===== src/rtl/uart_regif.sv =====
// uart_regif: UART CSRs and TX/RX byte FIFOs behind the mem_* port; tx_* feeds the serialiser, rx_* comes from the deserialiser, tx_en_o/rx_en_o/clk_div_o expose config
module uart_regif #(
  parameter int ADDR_W      = 32,
  parameter int DATA_W      = 64,
  parameter int FIFO_DEPTH  = 16,
  parameter int DEF_CLK_DIV = 868
) (
  input  logic                clk_i,
  input  logic                arst_i,
  input  logic                mem_req_i,
  input  logic [ADDR_W-1:0]   mem_addr_i,
  input  logic                mem_we_i,
  input  logic [DATA_W-1:0]   mem_wdata_i,
  input  logic [DATA_W/8-1:0] mem_wstrb_i,
  output logic [DATA_W-1:0]   mem_rdata_o,
  output logic                mem_error_o,
  output logic [7:0]          tx_data_o,
  output logic                tx_valid_o,
  input  logic                tx_ready_i,
  input  logic [7:0]          rx_data_i,
  input  logic                rx_valid_i,
  output logic                tx_en_o,
  output logic                rx_en_o,
  output logic [31:0]         clk_div_o
);
  localparam int PW = $clog2(FIFO_DEPTH);
  localparam int CW = PW + 1;
  localparam logic [CW-1:0] FULL = CW'(FIFO_DEPTH);
  logic tx_en, rx_en, rx_ovf;
  logic [31:0] clk_div, div_new;
  logic [7:0] tx_mem [FIFO_DEPTH];
  logic [7:0] rx_mem [FIFO_DEPTH];
  logic [PW-1:0] tx_wp, tx_rp, rx_wp, rx_rp;
  logic [CW-1:0] tx_cnt, rx_cnt;
  logic sel_ctrl, sel_div, sel_stat, sel_tx, sel_rx, wr, rd, err, ok_wr;
  logic tx_full, tx_empty, rx_full, rx_empty;
  logic tx_pop, tx_push, rx_pop, rx_push, rx_req, ovf_set;
  logic ctrl_wr, tx_flush, rx_flush, w1c;
  logic [DATA_W-1:0] status;
  logic unused_ok;
  assign sel_ctrl = mem_addr_i == ADDR_W'(8'h00);
  assign sel_div  = mem_addr_i == ADDR_W'(8'h08);
  assign sel_stat = mem_addr_i == ADDR_W'(8'h10);
  assign sel_tx   = mem_addr_i == ADDR_W'(8'h18);
  assign sel_rx   = mem_addr_i == ADDR_W'(8'h20);
  assign wr = mem_req_i & mem_we_i;
  assign rd = mem_req_i & ~mem_we_i;
  assign tx_full  = tx_cnt == FULL;
  assign tx_empty = tx_cnt == '0;
  assign rx_full  = rx_cnt == FULL;
  assign rx_empty = rx_cnt == '0;
  assign tx_valid_o = tx_en & ~tx_empty;
  assign tx_pop = tx_valid_o & tx_ready_i;
  always_comb begin
    div_new = clk_div;
    for (int i = 0; i < 4; i++)
      if (mem_wstrb_i[i]) div_new[8*i +: 8] = mem_wdata_i[8*i +: 8];
  end
  // a full TX FIFO still accepts a push when the serialiser drains the head in the same cycle
  assign err = mem_req_i & (~(sel_ctrl | sel_div | sel_stat | sel_tx | sel_rx) |
                            (rd & sel_tx) | (wr & sel_rx) | (wr & sel_div & (div_new == '0)) |
                            (wr & sel_tx & mem_wstrb_i[0] & tx_full & ~tx_pop) |
                            (rd & sel_rx & rx_empty));
  assign ok_wr    = wr & ~err;
  assign ctrl_wr  = ok_wr & sel_ctrl & mem_wstrb_i[0];
  assign tx_flush = ctrl_wr & mem_wdata_i[2];
  assign rx_flush = ctrl_wr & mem_wdata_i[3];
  assign w1c      = ok_wr & sel_stat & mem_wstrb_i[0] & mem_wdata_i[0];
  assign tx_push  = ok_wr & sel_tx & mem_wstrb_i[0];
  assign rx_pop   = rd & sel_rx & ~err;
  assign rx_req   = rx_valid_i & rx_en;
  assign rx_push  = rx_req & (~rx_full | rx_pop);
  assign ovf_set  = rx_req & rx_full & ~rx_pop & ~rx_flush;
  always_comb begin
    status = '0;
    status[0] = rx_ovf;
    status[1] = tx_full;
    status[2] = tx_empty;
    status[3] = rx_full;
    status[4] = rx_empty;
    status[8 +: CW] = tx_cnt;
    status[16 +: CW] = rx_cnt;
  end
  assign mem_rdata_o = (~rd | err) ? '0 :
                       sel_ctrl ? DATA_W'({rx_en, tx_en}) :
                       sel_div  ? DATA_W'(clk_div) :
                       sel_stat ? status : DATA_W'(rx_mem[rx_rp]);
  assign mem_error_o = err;
  assign tx_data_o = tx_empty ? '0 : tx_mem[tx_rp];
  assign tx_en_o = tx_en;
  assign rx_en_o = rx_en;
  assign clk_div_o = clk_div;
  assign unused_ok = ^{mem_wdata_i, mem_wstrb_i};
  always_ff @(posedge clk_i or posedge arst_i) begin
    if (arst_i) begin
      tx_en   <= 1'b0;
      rx_en   <= 1'b0;
      clk_div <= 32'(DEF_CLK_DIV);
      rx_ovf  <= 1'b0;
      tx_wp   <= '0;
      tx_rp   <= '0;
      tx_cnt  <= '0;
      rx_wp   <= '0;
      rx_rp   <= '0;
      rx_cnt  <= '0;
    end else begin
      if (ctrl_wr) begin
        tx_en <= mem_wdata_i[0];
        rx_en <= mem_wdata_i[1];
      end
      if (ok_wr & sel_div) clk_div <= div_new;
      rx_ovf <= ovf_set | (rx_ovf & ~w1c);
      tx_wp  <= tx_flush ? '0 : tx_wp + PW'(tx_push);
      tx_rp  <= tx_flush ? '0 : tx_rp + PW'(tx_pop);
      tx_cnt <= tx_flush ? '0 : tx_cnt + CW'(tx_push) - CW'(tx_pop);
      rx_wp  <= rx_flush ? '0 : rx_wp + PW'(rx_push);
      rx_rp  <= rx_flush ? '0 : rx_rp + PW'(rx_pop);
      rx_cnt <= rx_flush ? '0 : rx_cnt + CW'(rx_push) - CW'(rx_pop);
    end
  end
  always_ff @(posedge clk_i) begin
    if (tx_push) tx_mem[tx_wp] <= mem_wdata_i[7:0];
    if (rx_push) rx_mem[rx_wp] <= rx_data_i;
  end
endmodule

===== config.mk =====
export PLATFORM = sky130hd
export DESIGN_NAME = uart_regif
export DESIGN_NICKNAME = d
export VERILOG_FILES = /design/src/rtl/uart_regif.sv
export SDC_FILE = /design/constraint.sdc
export NUM_CORES = 1
export LEC_CHECK = 0
export BUFFER_PORTS_ARGS = -buffer_cell sky130_fd_sc_hd__buf_2
export CAP_MARGIN = 20
export CORE_UTILIZATION = 45
export DETAILED_ROUTE_END_ITERATION = 6
export GPL_ROUTABILITY_DRIVEN = 0
export PLACE_DENSITY = 0.74
export SLEW_MARGIN = 40
export SYNTH_ARGS = -nofsm -noshare
export SYNTH_HDL_FRONTEND = slang
export SYNTH_SLANG_ARGS = --single-unit
export TNS_END_PERCENT = 20

===== constraint.sdc =====
create_clock -name clk_i -period 7.9 [get_ports clk_i]
set_input_delay 1.975 -clock clk_i [delete_from_list [all_inputs] [get_ports clk_i]]
set_output_delay 1.975 -clock clk_i [all_outputs]
set_load 0.01 [all_outputs]

======== After elaboration in Yosys (flattened, before gate mapping) ========
Memories as Yosys holds them, arrays and structs flattened.
Index checks and enable logic that the tools add are counted.
cells by class
  add/sub/neg operators ................... 8
  $mul .................................... 0
  div/mod/pow operators ................... 0
  $lt $le $gt $ge ......................... 0
  eq/ne operators ......................... 6
  shift-type cells ........................ 0
  mux-type cells .......................... 19
  bitwise logic cells ..................... 55
  reductions and logical operators ........ 4
operator list
  cell                                                                    number
  32-bit 2-to-1 mux                                                       3
  32-bit by 5-bit equality test with 1-bit output, second input constant  2
  32-bit zero test                                                        2
  8-bit 2-to-1 mux                                                        5
  1-bit bitwise AND                                                       33
  32-bit by 4-bit equality test with 1-bit output, second input constant  1
  32-bit by 6-bit equality test with 1-bit output, second input constant  1
  21-bit 2-to-1 mux                                                       1
  4-bit by 1-bit adder with 4-bit output                                  4
  4-bit 2-to-1 mux                                                        4
  1-bit bitwise OR                                                        12
  5-bit by 1-bit adder with 5-bit output                                  2
  5-bit equality test, second input constant                              2
  5-bit zero test                                                         2
  5-bit 2-to-1 mux                                                        2
  1-bit inverter                                                          10
  5-bit by 1-bit subtractor with 5-bit output                             2
  1-bit 2-to-1 mux                                                        4
word-level totals
  bits in registers ....................... 61
  latch bits .............................. 0
  RAM bits ................................ 256
  ROM bits ................................ 0
  bits of input ports ..................... 118
  output and inout bits ................... 108
  logic and storage cells ................. 104
  memories ................................ 2
memories
  memory  words  width  read ports  clocked after Yosys merged registers in  write ports  RTL line  source
  rx_mem  16     8      1           0                                        1            32        logic [7:0] rx_mem [FIFO_DEPTH];
  tx_mem  16     8      1           0                                        1            31        logic [7:0] tx_mem [FIFO_DEPTH];

======== Longest topological paths before layout ========
  depth in word-level cells ............... 20
  gate-level depth with buffers ........... 17

======== Least setup slack after synthesis ========
No wires, ideal clock.
  path kind ............................... input to output
  start point ............................. input mem_addr_i[5]
  end point ............................... output mem_rdata_o[7]
  arrival ................................. 3783 ps
  data required time ...................... 5925 ps
  path slack .............................. 2142 ps
  cell stages on the path ................. 8
  cells stage by stage .................... or3_1 -> or3_1 -> clkbuf_1 -> nor3_1 -> buf_2 -> clkbuf_2 -> nand2_1 -> a21oi_1
on the way
  longest elaborated chain between the ends .. 14
  elaborated cells between the ends (all ways) .. 31
RTL lines
  what                                                                                        RTL line  source
  start, declared                                                                             11        input logic [ADDR_W-1:0] mem_addr_i,
  32-bit by 4-bit equality test with 1-bit output / 32-bit zero test (equally long branches)  42, 41
  1-bit bitwise OR (4 in series)                                                              60        assign err = mem_req_i & (~(sel_ctrl | sel_div | sel_stat | sel_tx | sel_rx) |
  1-bit inverter                                                                              60
  1-bit bitwise OR                                                                            60
  1-bit bitwise OR (3 in series)                                                              61        (rd & sel_tx) | (wr & sel_rx) | (wr & sel_div & (div_new == '0)) |
  1-bit bitwise OR                                                                            62        (wr & sel_tx & mem_wstrb_i[0] & tx_full & ~tx_pop) |
  1-bit bitwise AND                                                                           60
  1-bit bitwise OR                                                                            84        assign mem_rdata_o = (~rd | err) ? '0 :
  32-bit 2-to-1 mux *                                                                         84
  end, declared                                                                               15        output logic [DATA_W-1:0] mem_rdata_o,
Every way passes the cells marked *; elsewhere a longest branch is shown, timed or not.

======== Final worst setup path ========
  start point ............................. input mem_addr_i[29]
  end point ............................... output mem_rdata_o[5]
Same word-level chain as after synthesis.

==> flow_metrics.env <==
export IMPL_run_status="finished, violations left"
export IMPL_violations="design-rule violations"
export IMPL_post_cts_setup_buffers=0
export IMPL_clock_sinks=317
export IMPL_antenna_cells=0
export IMPL_synth_top_area_share=0.540
export IMPL_synth_area_mm2=0.0142
export IMPL_arrival_ps=4370
export IMPL_grt_usage=0.201
export IMPL_setup_violations=0
export IMPL_grt_overflow=0
export IMPL_ys_seq_area_frac=0.647
export IMPL_synth_most_common_cell="edfxtp_1"
export IMPL_drtIter0Drc=707
export IMPL_finalCriticalPeriod_ps=6350
export IMPL_dp_cells=1414
export IMPL_die_h_um=180
export IMPL_rr_endpoint="rx_cnt[4]"
export IMPL_whs_ps=534
export IMPL_p_sw_frac=0.200
export IMPL_ys_types=63
export IMPL_critical_path_class="in -> out"
export IMPL_p_comb_frac=0.023
export IMPL_yosys_area_top_type="edfxtp_1"
export IMPL_startpoint="mem_addr_i[29]"
export IMPL_power_switching_mw=0.698
export IMPL_fmax_ghz=0.158
export IMPL_final_nets=1195
export IMPL_ant_nets=0
export IMPL_root_buffer="clkbuf_16"
export IMPL_tightestPinTransition_ps=860
export IMPL_ioPinCount=226
export IMPL_hold_buffers=0
export IMPL_fp_coreArea_mm2=0.0308
export IMPL_vias_per_cell=5.73
export IMPL_hold_viol=0
export IMPL_holdPathStages=2
export IMPL_first_pass_iters=7
export IMPL_synthesis_instances=894
export IMPL_syn_area_per_cell_um2=15.9
export IMPL_layout_drive_gt1_share=0.345
export IMPL_p_per_area_mw_per_mm2=212
export IMPL_cp_end_kind="output pin"
export IMPL_cts_tree="done"
export IMPL_portBuffers=157
export IMPL_start_kind="input pin"
export IMPL_hpwl_um=21900
export IMPL_netlist_top_cells_area="edfxtp_1, mux4_2, dfrtp_1"
export IMPL_synth_top_flop_cell="edfxtp_1"
export IMPL_period_share=0.803
export IMPL_rsz0062_at_grt="false"
export IMPL_cts_resized=0
export IMPL_grt_pass1_wl_um=49400
export IMPL_first_global_vias=8503
export IMPL_crit_path_max_fanout=27
export IMPL_syn_to_final_growth_pct=16.1
export IMPL_wl_um=32100
export IMPL_fillCellCount=2413
export IMPL_finalNonFillerCells=1477
export IMPL_synthArstFlopShare=0.192
export IMPL_grt_max_degree=62
export IMPL_synth_edf_count=256
export IMPL_rrSetupSlack_ps=3790
export IMPL_seqPwrFrac=0.516
export IMPL_vias=8466
export IMPL_drc=12
export IMPL_power_frac_clock=0.461
export IMPL_hp_class="reg -> reg"
export IMPL_leakage_nw=6.12
export IMPL_finalClockSkew_ps=28.5
export IMPL_slew_headroom=0.426
export IMPL_wire_per_inst_um=21.7
export IMPL_p_int_mw=2.80
export IMPL_fin_tns_setup_ps=0
export IMPL_ff2ff_path_depth=18
export IMPL_required_ps=5930
export IMPL_r2r_start="rx_cnt[2]"
export IMPL_cts_max_path_buffers=3
export IMPL_yosys_top_cells_count="edfxtp_1, mux4_2, nor2_1"
export IMPL_cts_buffers=34
export IMPL_clk_latency_ps=520
export IMPL_die_x_um=180
export IMPL_floorplan_die_area_mm2=0.0324
export IMPL_peakVddDrop_v=0.000189
export IMPL_maxCapViolations=0
export IMPL_htree_levels=2
export IMPL_drv_slew=0
export IMPL_initial_utilization=0.462
export IMPL_yosysWarningCount=0
export IMPL_ys_ff_latch=317
export IMPL_grt_antenna_before_repair=0
export IMPL_clk_pin_slew_worst_paths_ps=60
export IMPL_endpoint="mem_rdata_o[5]"
export IMPL_rows=64
-- power groups by stage --
stage               Clock (mW)  Combinational, mW  Sequential [mW]
floorplan                    0             0.0400             1.84
global placement             0             0.0756             1.84
detailed placement           0             0.0784             1.84
CTS                       1.63             0.0786             1.81
global route              1.71             0.0866             1.81
finish                    1.61             0.0793             1.81
-- critical path, stage by stage --
cell	delay, ps
buf_2	90
nor4_1	370
nand4_1	530
nor3_2	390
buf_4	350
nand2_1	110
a21oi_1	340
buf_2	210
-- kinds of logic (layout without fill, tap and decap cells) --
family	Yosys count	after routing	synth area share
compound gates	70	70	0.0358
xor+xnor	15	15	0.00923
fa+ha+maj	22	22	0.0204
buf+inv	96	252	0.0369
flops	317	317	0.647
mux	114	114	0.149
other cells	1	32	0.000263
simple gates	259	259	0.101
-- worst min path at each step --
stage	start	end	slack, ps
6_report	clk_div_o[5]	clk_div_o[5]	530
5_1_grt	clk_div_o[6]	clk_div_o[6]	580
3_5_place_dp	clk_div_o[5]	clk_div_o[5]	530
3_3_place_gp	clk_div_o[2]	clk_div_o[2]	520
4_1_cts	clk_div_o[5]	clk_div_o[5]	530
2_1_floorplan	clk_div_o[5]	clk_div_o[5]	520
-- layout by cell type (no fill, tap or decap), types with 16 or more instances in the layout --
cell / n
mux2_2: 23
conb_1: 32
nor2b_1: 22
nand2_1: 21
edfxtp_1: 256
nor2_1: 52
dfrtp_1: 53
buf_4: 17
ha_1: 20
nor3_1: 16
buf_2: 157
and3_1: 20
nand3_1: 38
mux4_2: 73
clkbuf_16: 34
-- layer usage --
layer  GRT usage  wire (um)  vias up
met3      0.0363       1880       70
li1            -          -     3758
met4      0.0724        942        0
met5           0          0        -
met2       0.348      16500      340
met1       0.254      12800     4298
-- stage by stage --
stage	worst slack (ps)	cell area [um^2]	power [mW]	utilization
2_1_floorplan	2140	14400	1.88	-
3_3_place_gp	1460	15300	1.92	0.497
3_5_place_dp	1440	15400	1.92	0.498
4_1_cts	1430	16500	3.52	0.535
5_1_grt	1290	16500	3.60	0.536
6_report	1550	16500	3.50	0.536
-- state kept, by name, summed over array words and instances (netlist names) --
signal,count
clk_div_o,32
rx_cnt,5
rx_en_o,1
rx_mem,128
rx_ovf,1
rx_rp,4
rx_wp,4
tx_cnt,5
tx_en_o,1
tx_mem,128
tx_rp,4
tx_wp,4
-- layout make-up --
type / count / area [um^2] / area share
sequential: 317 / 9220 / 0.558
multi-input combinational: 512 / 4700 / 0.284
timing repair buffer: 175 / 925 / 0.0559
clock buffer: 41 / 887 / 0.0536
tap: 396 / 495 / 0.0300
clock inverter: 21 / 250 / 0.0151
inverter: 15 / 56.3 / 0.00340
Note: power is estimated with default switching activity, not from simulation.
